**src/rtl/ex_pkg.sv**
```systemverilog
// Shared types and helpers for the ID/EX stage: ALU op encodings, default
// widths, the registered control bundle and the operand forwarding rule.
package ex_pkg;

    localparam int DATA_W = 32;
    localparam int REG_AW = 5;

    typedef enum logic [2:0] {
        ALU_ADD = 3'b000,
        ALU_SUB = 3'b001,
        ALU_MUL = 3'b010,
        ALU_AND = 3'b011,
        ALU_OR  = 3'b100
    } alu_op_e;

    typedef struct packed {
        logic    valid;
        logic    regwrite;
        logic    memread;
        logic    memwrite;
        logic    memtoreg;
        logic    alusrc;
        alu_op_e alu_ctrl;
    } ctrl_t;

    // Full contents of the ID/EX pipeline register.
    typedef struct packed {
        ctrl_t              ctrl;
        logic [REG_AW-1:0]  rs;
        logic [REG_AW-1:0]  rt;
        logic [REG_AW-1:0]  rd;
        logic [DATA_W-1:0]  rs_data;
        logic [DATA_W-1:0]  rt_data;
        logic [DATA_W-1:0]  imm;
    } id_ex_t;

    localparam ctrl_t CTRL_BUBBLE = '{
        valid: 1'b0, regwrite: 1'b0, memread: 1'b0, memwrite: 1'b0,
        memtoreg: 1'b0, alusrc: 1'b0, alu_ctrl: ALU_ADD
    };

    localparam id_ex_t ID_EX_BUBBLE = '{
        ctrl: CTRL_BUBBLE, rs: '0, rt: '0, rd: '0,
        rs_data: '0, rt_data: '0, imm: '0
    };

    // Pick the youngest in-flight producer of src; register 0 is never forwarded
    // because it is hardwired to zero in the register file.
    function automatic logic [DATA_W-1:0] fwd_operand(
        input logic [REG_AW-1:0] src,
        input logic [DATA_W-1:0] reg_val,
        input logic              mem_we,
        input logic [REG_AW-1:0] mem_rd,
        input logic [DATA_W-1:0] mem_data,
        input logic              wb_we,
        input logic [REG_AW-1:0] wb_rd,
        input logic [DATA_W-1:0] wb_data
    );
        if (mem_we && (mem_rd == src) && (src != '0)) return mem_data;
        if (wb_we && (wb_rd == src) && (src != '0))   return wb_data;
        return reg_val;
    endfunction

endpackage

```
**src/rtl/id_ex_stage_if.sv**
```systemverilog
// Bundle of everything the ID/EX stage exchanges with decode, the later
// pipeline stages and the ALU. master = surrounding pipeline, slave = stage.
interface id_ex_stage_if;
    import ex_pkg::*;

    // From ID
    logic              id_valid_i;
    logic [DATA_W-1:0] id_rs_data_i;
    logic [DATA_W-1:0] id_rt_data_i;
    logic [DATA_W-1:0] id_imm_i;
    logic [REG_AW-1:0] id_rs_i;
    logic [REG_AW-1:0] id_rt_i;
    logic [REG_AW-1:0] id_rd_i;
    logic [2:0]        id_alu_ctrl_i;
    logic              id_alusrc_i;
    logic              id_regwrite_i;
    logic              id_memread_i;
    logic              id_memwrite_i;
    logic              id_memtoreg_i;

    // Pipeline control
    logic              hold_i;
    logic              flush_i;

    // Writers further down the pipe
    logic              exmem_regwrite_i;
    logic [REG_AW-1:0] exmem_rd_i;
    logic [DATA_W-1:0] exmem_data_i;
    logic              memwb_regwrite_i;
    logic [REG_AW-1:0] memwb_rd_i;
    logic [DATA_W-1:0] memwb_data_i;

    // To ALU and EX/MEM
    logic              stall_o;
    logic [DATA_W-1:0] data0_o;
    logic [DATA_W-1:0] data1_o;
    logic [2:0]        ALUCtrl_o;
    logic [DATA_W-1:0] store_data_o;
    logic [REG_AW-1:0] rd_o;
    logic              valid_o;
    logic              regwrite_o;
    logic              memread_o;
    logic              memwrite_o;
    logic              memtoreg_o;

    modport master (
        output id_valid_i, id_rs_data_i, id_rt_data_i, id_imm_i,
               id_rs_i, id_rt_i, id_rd_i, id_alu_ctrl_i,
               id_alusrc_i, id_regwrite_i, id_memread_i, id_memwrite_i, id_memtoreg_i,
               hold_i, flush_i,
               exmem_regwrite_i, exmem_rd_i, exmem_data_i,
               memwb_regwrite_i, memwb_rd_i, memwb_data_i,
        input  stall_o, data0_o, data1_o, ALUCtrl_o, store_data_o,
               rd_o, valid_o, regwrite_o, memread_o, memwrite_o, memtoreg_o
    );

    modport slave (
        input  id_valid_i, id_rs_data_i, id_rt_data_i, id_imm_i,
               id_rs_i, id_rt_i, id_rd_i, id_alu_ctrl_i,
               id_alusrc_i, id_regwrite_i, id_memread_i, id_memwrite_i, id_memtoreg_i,
               hold_i, flush_i,
               exmem_regwrite_i, exmem_rd_i, exmem_data_i,
               memwb_regwrite_i, memwb_rd_i, memwb_data_i,
        output stall_o, data0_o, data1_o, ALUCtrl_o, store_data_o,
               rd_o, valid_o, regwrite_o, memread_o, memwrite_o, memtoreg_o
    );

endinterface

```
**src/rtl/hazard_detect.sv**
```systemverilog
// Stall generation for the ID/EX stage.
// ID_EX_FWD_EN defined  : only a load in EX feeding the ID instruction stalls.
// ID_EX_FWD_EN undefined: any writer in EX or MEM feeding the ID instruction
//                         stalls, giving up to two stall cycles per dependency.
module hazard_detect
    import ex_pkg::*;
(
    input  logic              id_valid_i,
    input  logic [REG_AW-1:0] id_rs_i,
    input  logic [REG_AW-1:0] id_rt_i,
    input  logic              ex_valid_i,
    input  logic              ex_regwrite_i,
    input  logic              ex_memread_i,
    input  logic [REG_AW-1:0] ex_rd_i,
    input  logic              exmem_regwrite_i,
    input  logic [REG_AW-1:0] exmem_rd_i,
    output logic              stall_o
);

    // True when a writer to rd produces a source of the ID instruction.
    function automatic logic feeds_id(input logic [REG_AW-1:0] rd,
                                      input logic [REG_AW-1:0] rs,
                                      input logic [REG_AW-1:0] rt);
        return (rd != '0) && ((rd == rs) || (rd == rt));
    endfunction

`ifdef ID_EX_FWD_EN
    logic w_unused;

    assign w_unused = ^{ex_regwrite_i, exmem_regwrite_i, exmem_rd_i};
    assign stall_o  = id_valid_i && ex_valid_i && ex_memread_i
                      && feeds_id(ex_rd_i, id_rs_i, id_rt_i);
`else
    logic w_ex_raw;
    logic w_mem_raw;
    logic w_unused;

    assign w_unused  = ex_memread_i;
    assign w_ex_raw  = ex_valid_i && ex_regwrite_i && feeds_id(ex_rd_i, id_rs_i, id_rt_i);
    assign w_mem_raw = exmem_regwrite_i && feeds_id(exmem_rd_i, id_rs_i, id_rt_i);
    assign stall_o   = id_valid_i && (w_ex_raw || w_mem_raw);
`endif

endmodule

```
**src/rtl/id_ex_stage.sv**
```systemverilog
// ID/EX pipeline stage: pipeline register, EX-side operand forwarding and
// load-use interlock feeding the 32-bit ALU.
// Forwarding is compiled in when ID_EX_FWD_EN is defined; otherwise operands
// come straight from the register and hazards are resolved by stalling.
module id_ex_stage
    import ex_pkg::*;
(
    input  logic         clk_i,
    input  logic         rst_i,
    id_ex_stage_if.slave bus
);

    id_ex_t            r_ex;
    id_ex_t            w_id;
    logic              w_stall;
    logic [DATA_W-1:0] w_fwd_rs;
    logic [DATA_W-1:0] w_fwd_rt;

    // Pack the ID-side inputs into the register layout.
    always_comb begin
        // NOTE: a full default first keeps this block free of inferred latches.
        w_id                = ID_EX_BUBBLE;
        w_id.ctrl.valid     = bus.id_valid_i;
        w_id.ctrl.regwrite  = bus.id_regwrite_i;
        w_id.ctrl.memread   = bus.id_memread_i;
        w_id.ctrl.memwrite  = bus.id_memwrite_i;
        w_id.ctrl.memtoreg  = bus.id_memtoreg_i;
        w_id.ctrl.alusrc    = bus.id_alusrc_i;
        w_id.ctrl.alu_ctrl  = alu_op_e'(bus.id_alu_ctrl_i);
        w_id.rs             = bus.id_rs_i;
        w_id.rt             = bus.id_rt_i;
        w_id.rd             = bus.id_rd_i;
        w_id.rs_data        = bus.id_rs_data_i;
        w_id.rt_data        = bus.id_rt_data_i;
        w_id.imm            = bus.id_imm_i;
    end

    hazard_detect u_hazard (
        .id_valid_i       (bus.id_valid_i),
        .id_rs_i          (bus.id_rs_i),
        .id_rt_i          (bus.id_rt_i),
        .ex_valid_i       (r_ex.ctrl.valid),
        .ex_regwrite_i    (r_ex.ctrl.regwrite),
        .ex_memread_i     (r_ex.ctrl.memread),
        .ex_rd_i          (r_ex.rd),
        .exmem_regwrite_i (bus.exmem_regwrite_i),
        .exmem_rd_i       (bus.exmem_rd_i),
        .stall_o          (w_stall)
    );

    // ID/EX register: hold freezes, flush/stall/invalid ID insert a bubble.
    always_ff @(posedge clk_i or negedge rst_i) begin
        if (!rst_i) begin
            // NOTE: non-blocking assignments so every register samples pre-edge values.
            r_ex <= ID_EX_BUBBLE;
        end else if (bus.hold_i) begin
            r_ex <= r_ex;
        end else if (bus.flush_i || w_stall || !bus.id_valid_i) begin
            r_ex <= ID_EX_BUBBLE;
        end else begin
            r_ex <= w_id;
        end
    end

`ifdef ID_EX_FWD_EN
    assign w_fwd_rs = fwd_operand(r_ex.rs, r_ex.rs_data,
                                  bus.exmem_regwrite_i, bus.exmem_rd_i, bus.exmem_data_i,
                                  bus.memwb_regwrite_i, bus.memwb_rd_i, bus.memwb_data_i);
    assign w_fwd_rt = fwd_operand(r_ex.rt, r_ex.rt_data,
                                  bus.exmem_regwrite_i, bus.exmem_rd_i, bus.exmem_data_i,
                                  bus.memwb_regwrite_i, bus.memwb_rd_i, bus.memwb_data_i);
`else
    // Without forwarding the source numbers and later-stage results are not consumed.
    logic w_unused_fwd;

    assign w_unused_fwd = ^{r_ex.rs, r_ex.rt, bus.exmem_data_i,
                            bus.memwb_regwrite_i, bus.memwb_rd_i, bus.memwb_data_i};
    assign w_fwd_rs     = r_ex.rs_data;
    assign w_fwd_rt     = r_ex.rt_data;
`endif

    assign bus.stall_o      = w_stall;
    assign bus.data0_o      = w_fwd_rs;
    assign bus.data1_o      = r_ex.ctrl.alusrc ? r_ex.imm : w_fwd_rt;
    assign bus.store_data_o = w_fwd_rt;
    assign bus.ALUCtrl_o    = r_ex.ctrl.alu_ctrl;
    assign bus.rd_o         = r_ex.rd;
    assign bus.valid_o      = r_ex.ctrl.valid;
    assign bus.regwrite_o   = r_ex.ctrl.regwrite;
    assign bus.memread_o    = r_ex.ctrl.memread;
    assign bus.memwrite_o   = r_ex.ctrl.memwrite;
    assign bus.memtoreg_o   = r_ex.ctrl.memtoreg;

endmodule

```
**src/flat_wrapper.sv**
```systemverilog
// flat-port wrapper written by rule: the top's interface ports become plain ports
module id_ex_stage_flat import ex_pkg::*;
  (clk_i, rst_i, bus_id_valid_i, bus_id_rs_data_i, bus_id_rt_data_i, bus_id_imm_i, bus_id_rs_i, bus_id_rt_i, bus_id_rd_i, bus_id_alu_ctrl_i, bus_id_alusrc_i, bus_id_regwrite_i, bus_id_memread_i, bus_id_memwrite_i, bus_id_memtoreg_i, bus_hold_i, bus_flush_i, bus_exmem_regwrite_i, bus_exmem_rd_i, bus_exmem_data_i, bus_memwb_regwrite_i, bus_memwb_rd_i, bus_memwb_data_i, bus_stall_o, bus_data0_o, bus_data1_o, bus_ALUCtrl_o, bus_store_data_o, bus_rd_o, bus_valid_o, bus_regwrite_o, bus_memread_o, bus_memwrite_o, bus_memtoreg_o);
  id_ex_stage_if bus_i ();
  input  logic clk_i;
  input  logic rst_i;
  input wire logic [$bits(bus_i.id_valid_i)-1:0] bus_id_valid_i;
  input wire logic [$bits(bus_i.id_rs_data_i)-1:0] bus_id_rs_data_i;
  input wire logic [$bits(bus_i.id_rt_data_i)-1:0] bus_id_rt_data_i;
  input wire logic [$bits(bus_i.id_imm_i)-1:0] bus_id_imm_i;
  input wire logic [$bits(bus_i.id_rs_i)-1:0] bus_id_rs_i;
  input wire logic [$bits(bus_i.id_rt_i)-1:0] bus_id_rt_i;
  input wire logic [$bits(bus_i.id_rd_i)-1:0] bus_id_rd_i;
  input wire logic [$bits(bus_i.id_alu_ctrl_i)-1:0] bus_id_alu_ctrl_i;
  input wire logic [$bits(bus_i.id_alusrc_i)-1:0] bus_id_alusrc_i;
  input wire logic [$bits(bus_i.id_regwrite_i)-1:0] bus_id_regwrite_i;
  input wire logic [$bits(bus_i.id_memread_i)-1:0] bus_id_memread_i;
  input wire logic [$bits(bus_i.id_memwrite_i)-1:0] bus_id_memwrite_i;
  input wire logic [$bits(bus_i.id_memtoreg_i)-1:0] bus_id_memtoreg_i;
  input wire logic [$bits(bus_i.hold_i)-1:0] bus_hold_i;
  input wire logic [$bits(bus_i.flush_i)-1:0] bus_flush_i;
  input wire logic [$bits(bus_i.exmem_regwrite_i)-1:0] bus_exmem_regwrite_i;
  input wire logic [$bits(bus_i.exmem_rd_i)-1:0] bus_exmem_rd_i;
  input wire logic [$bits(bus_i.exmem_data_i)-1:0] bus_exmem_data_i;
  input wire logic [$bits(bus_i.memwb_regwrite_i)-1:0] bus_memwb_regwrite_i;
  input wire logic [$bits(bus_i.memwb_rd_i)-1:0] bus_memwb_rd_i;
  input wire logic [$bits(bus_i.memwb_data_i)-1:0] bus_memwb_data_i;
  output wire logic [$bits(bus_i.stall_o)-1:0] bus_stall_o;
  output wire logic [$bits(bus_i.data0_o)-1:0] bus_data0_o;
  output wire logic [$bits(bus_i.data1_o)-1:0] bus_data1_o;
  output wire logic [$bits(bus_i.ALUCtrl_o)-1:0] bus_ALUCtrl_o;
  output wire logic [$bits(bus_i.store_data_o)-1:0] bus_store_data_o;
  output wire logic [$bits(bus_i.rd_o)-1:0] bus_rd_o;
  output wire logic [$bits(bus_i.valid_o)-1:0] bus_valid_o;
  output wire logic [$bits(bus_i.regwrite_o)-1:0] bus_regwrite_o;
  output wire logic [$bits(bus_i.memread_o)-1:0] bus_memread_o;
  output wire logic [$bits(bus_i.memwrite_o)-1:0] bus_memwrite_o;
  output wire logic [$bits(bus_i.memtoreg_o)-1:0] bus_memtoreg_o;
  assign bus_i.id_valid_i = bus_id_valid_i;
  assign bus_i.id_rs_data_i = bus_id_rs_data_i;
  assign bus_i.id_rt_data_i = bus_id_rt_data_i;
  assign bus_i.id_imm_i = bus_id_imm_i;
  assign bus_i.id_rs_i = bus_id_rs_i;
  assign bus_i.id_rt_i = bus_id_rt_i;
  assign bus_i.id_rd_i = bus_id_rd_i;
  assign bus_i.id_alu_ctrl_i = bus_id_alu_ctrl_i;
  assign bus_i.id_alusrc_i = bus_id_alusrc_i;
  assign bus_i.id_regwrite_i = bus_id_regwrite_i;
  assign bus_i.id_memread_i = bus_id_memread_i;
  assign bus_i.id_memwrite_i = bus_id_memwrite_i;
  assign bus_i.id_memtoreg_i = bus_id_memtoreg_i;
  assign bus_i.hold_i = bus_hold_i;
  assign bus_i.flush_i = bus_flush_i;
  assign bus_i.exmem_regwrite_i = bus_exmem_regwrite_i;
  assign bus_i.exmem_rd_i = bus_exmem_rd_i;
  assign bus_i.exmem_data_i = bus_exmem_data_i;
  assign bus_i.memwb_regwrite_i = bus_memwb_regwrite_i;
  assign bus_i.memwb_rd_i = bus_memwb_rd_i;
  assign bus_i.memwb_data_i = bus_memwb_data_i;
  assign bus_stall_o = bus_i.stall_o;
  assign bus_data0_o = bus_i.data0_o;
  assign bus_data1_o = bus_i.data1_o;
  assign bus_ALUCtrl_o = bus_i.ALUCtrl_o;
  assign bus_store_data_o = bus_i.store_data_o;
  assign bus_rd_o = bus_i.rd_o;
  assign bus_valid_o = bus_i.valid_o;
  assign bus_regwrite_o = bus_i.regwrite_o;
  assign bus_memread_o = bus_i.memread_o;
  assign bus_memwrite_o = bus_i.memwrite_o;
  assign bus_memtoreg_o = bus_i.memtoreg_o;
  id_ex_stage u_core (.clk_i(clk_i), .rst_i(rst_i), .bus(bus_i));
endmodule
```
**config.mk**
```make
export PLATFORM = sky130hd
export DESIGN_NAME = id_ex_stage_flat
export DESIGN_NICKNAME = d
export VERILOG_FILES = /design/src/rtl/ex_pkg.sv /design/src/rtl/id_ex_stage_if.sv /design/src/rtl/hazard_detect.sv /design/src/rtl/id_ex_stage.sv /design/src/flat_wrapper.sv
export SDC_FILE = /design/constraint.sdc
export NUM_CORES = 1
export LEC_CHECK = 0
export CAP_MARGIN = 10
export CORE_MARGIN = 8
export CORE_UTILIZATION = 38
export DETAILED_ROUTE_END_ITERATION = 10
export PLACE_DENSITY = 0.81
export SYNTH_ARGS = -nofsm -noshare
export SYNTH_HDL_FRONTEND = slang
export SYNTH_SLANG_ARGS = --single-unit
```
**constraint.sdc**
```tcl
create_clock -name clk_i -period 2.5 [get_ports clk_i]
set_input_delay 0.625 -clock clk_i [delete_from_list [all_inputs] [get_ports clk_i]]
set_output_delay 0.625 -clock clk_i [all_outputs]
set_load 0.01 [all_outputs]
```
==> results of run 1 <==
==> area by class of cell <==
type                    count  area, µm²
fillers                  1150       6050
flip-flops and latches    110       2750
repair buffers            255       2560
multi-input cells         180       1770
clock buffers              11        233
well taps                 180        225
clock inverters             4       72.6
==> state kept, by name (all words and copies together), names as in the netlist <==
name	count
u_core.bus.ALUCtrl_o	3
u_core.bus.data0_o	32
u_core.bus.memread_o	1
u_core.bus.memtoreg_o	1
u_core.bus.memwrite_o	1
u_core.bus.rd_o	5
u_core.bus.regwrite_o	1
u_core.bus.store_data_o	32
u_core.bus.valid_o	1
u_core.r_ex	33
==> routing by layer <==
layer | GRT usage, % | wire length (µm)
met1 | 19.1 | 6070
met3 | 7.34 | 1550
met5 | 0 | 0
met2 | 28.7 | 7770
met4 | 4.93 | 238
==> cells by family after synthesis <==
group | Yosys count
buffers and inverters | 112
and+or+nand+nor | 14
xor gates and xnor gates | 20
muxes | 32
DFF | 110
AOI/OAI and AO/OA | 114
==> power breakdown <==
part / internal, mW / switching (mW) / total (mW)
sequential: 1.88 / 0.0701 / 1.95
combinational: 0.513 / 0.331 / 0.844
clock: 0.872 / 0.618 / 1.49
total: 3.27 / 1.02 / 4.29
==> critical path, delay by kind of cell, from the launching register on <==
family                 cells  cell delay [ps]
and+or+nand+nor            2              460
DFF                        1              380
buffers and inverters      1              150
AOI/OAI and AO/OA          2              590
==> placed cells by master (no fill, tap or decap) <==
master,instances
a22o_1,1
a32o_1,109
a32oi_4,1
buf_12,4
buf_2,1
buf_4,13
bufinv_16,2
clkbuf_1,2
clkbuf_16,10
clkdlybuf4s50_1,217
clkinv_2,1
clkinvlp_4,1
dfrtp_1,109
dfrtp_2,1
dlygate4sd2_1,15
dlymetal6s2s_1,4
mux2_2,32
nand2_1,5
nand3_1,4
nor2_1,1
nor2b_2,1
nor3_1,1
nor3b_2,1
o22ai_2,2
o311a_1,1
or3_1,1
xnor2_1,20
==> how the worst max path moves through the flow <==
stage	endpoint	slack [ps]	cells past startpoint	from
after detailed placement	bus_stall_o	-760	7	bus_exmem_rd_i[3]
after CTS	bus_stall_o	-80	5	u_core.bus.rd_o[4]
after global routing	bus_stall_o	-100	5	u_core.bus.rd_o[4]
final	bus_stall_o	-40	5	u_core.bus.rd_o[4]
after global placement	bus_stall_o	-670	7	bus_exmem_rd_i[4]
after floorplan	bus_stall_o	190	6	u_core.bus.rd_o[4]
==> what timing repair did <==
action	4_1_cts	5_1_grt
pin swaps	4	1
resized for setup	22	5
cloned	0	1
endpoints found under the setup margin	1	20
==> results_dict.tcl, run 1 <==
set metrics [dict create \
    status "finished, violations left" \
    failing_checks "negative setup slack" \
    synth_common_cells "dfrtp_1, a32o_1, buf_4" \
    die_area_um2 17800 \
    setup_ws_ps -37.8 \
    syn-mean-instance-area_um2 13.1 \
    netlist_area_um2 5250 \
    cts_tree "built" \
    timing_worst_setup_path_type "flip-flop to output port" \
    critPathLaunchType "flip-flop" \
    final_max_slew_viols 0 \
    layout_worst_path_cycle_share_pct 102 \
    critical_path_s_largest_stage_delay_ps 380 \
    floorplan.initialDensity_pct 38.4 \
    cp_cell_sequence "or3_1, o311a_1, a32oi_4, nor2b_2, buf_2" \
    finClkSkew_ps 9.89 \
    synth.ff_latch_count 110 \
    grt_max_degree 62 \
    design.portCount 310 \
    flow.area_growth_from_synthesis_pct 45.1 \
    dpl_worst_slack_ps -760 \
    yosys.area_share.simple_pct 1.29 \
    coreArea_um2 13700 \
    hold_slack_ps 122 \
    place.detailed.hpwl_um 11200 \
    grt_pass1_vias 4438 \
    fmax_ghz 0.394 \
    synth_warnings 0 \
    global_route.usage.total_pct 17.0 \
    post_route_cells_drive_above_1_share_pct 12.5 \
    setup_repair_after_global_routing_missed_its_margin "true" \
    peak_supply_drop_mv 0.384 \
    timing.critical_path.slowest_stage_cell "dfrtp_1" \
    worst_pin_slew_ps 638 \
    drc 0 \
    final_core_util_pct 55.7 \
    cts_made_buffers 9 \
    yosysUniqueCellTypes 19 \
    max_cap_viol_count 0 \
    post_layout_nonfiller_instances 740 \
    clock-sinks 110 \
    top_area_cells_in_the_synthesized_netlist "dfrtp_1, a32o_1, buf_4, mux2_2, xnor2_1" \
    reg2reg_to "u_core.bus.rd_o[1]" \
    net_total_in_the_final_layout 756 \
    synthDominantAreaCellType "dfrtp_1" \
    cts-hold-fix-buffers 0 \
    syn-instance-count 402 \
    synth_top_cell_area_share_pct 52.4 \
    detail_route.first_pass.iterations 4 \
    synth-xor-area-share_pct 3.34 \
    dominantRegCellSynth "dfrtp_1" \
    dp_cells 724 \
    detailed_route_via_count 4104 \
    setup_total_negative_slack_ps -37.8 \
    cts_setup_buffers 0 \
    wirelength_um 15600 \
    synth_async_sr_flop_share_pct 100 \
    die_x_um 134 \
    clkTransAtPathRegs_ps 70 \
    p_leak_nw 3.18 \
    synth.yosys.seq_area_share_pct 52.4 \
    h-tree-depth 3 \
    synth-compound-area-share_pct 21.5 \
    timing.critical_path.required_ps 1880 \
    synthMuxAreaShare_pct 6.86 \
    rows 43 \
    yosys.area_share.adder_pct 0 \
    worst-endpoint-arrival_ps 1910 \
    nets_in_the_synthesized_netlist 602 \
    main_combinational_cell_family_by_area_after_synthesis "compound AO/OA/AOI/OAI gates" \
    grt_first_pass_wirelength_um 24400 \
    insertedDiodeCount 0 \
    clock_insertion_delay_worst_skew_ps 350 \
    globalRouteOverflowTotal 0 \
    worst_r2r_path_cells 6 \
    total_setup_violations_reported_at_the_end_of_the_flow 1 \
    number_of_enable_type_register_cells_in_the_synthesized_netlist 0 \
    final_cell_area_um2 7620 \
    maximum_fanout_along_the_worst_path 2 \
    antenna_violating_nets_post_route 0 \
    placed_cell_area_um2 7290 \
    cts.path.max_buffers 2 \
    detail_route.vias_per_cell 5.55 \
    yosys.cell_count.top_type "dfrtp_1" \
    gp_routability_congestion 0.881 \
    wl_per_cell_um 21.1 \
    antenna_found_initial 0 \
    worst_hold_path_type "primary input to async pin" \
    floorplan.die.height_um 134 \
    detailedRoute.firstIterationViolations 251 \
    finalCriticalPeriod_ps 2540 \
    power_mw 4.29 \
    crit-reg2reg-launch "u_core.bus.rd_o[4]" \
    place.port_buffers 239 \
    rrSetupSlack_ps 120 \
    hold_violations 0 \
    relSlewSlack_pct 57.4 \
    powerDensity_nw_per_um2 563 \
    timing.critical_path.to_type "output port" \
    root_buffer_cell "clkbuf_16" \
]
Power figures use the tool's default switching activity.
==> run 2, diff against run 1 <==
- CAP_MARGIN: 10 -> 0
==> results of run 2 <==
Final layout, timing and power as in run 1 (identical DEF).
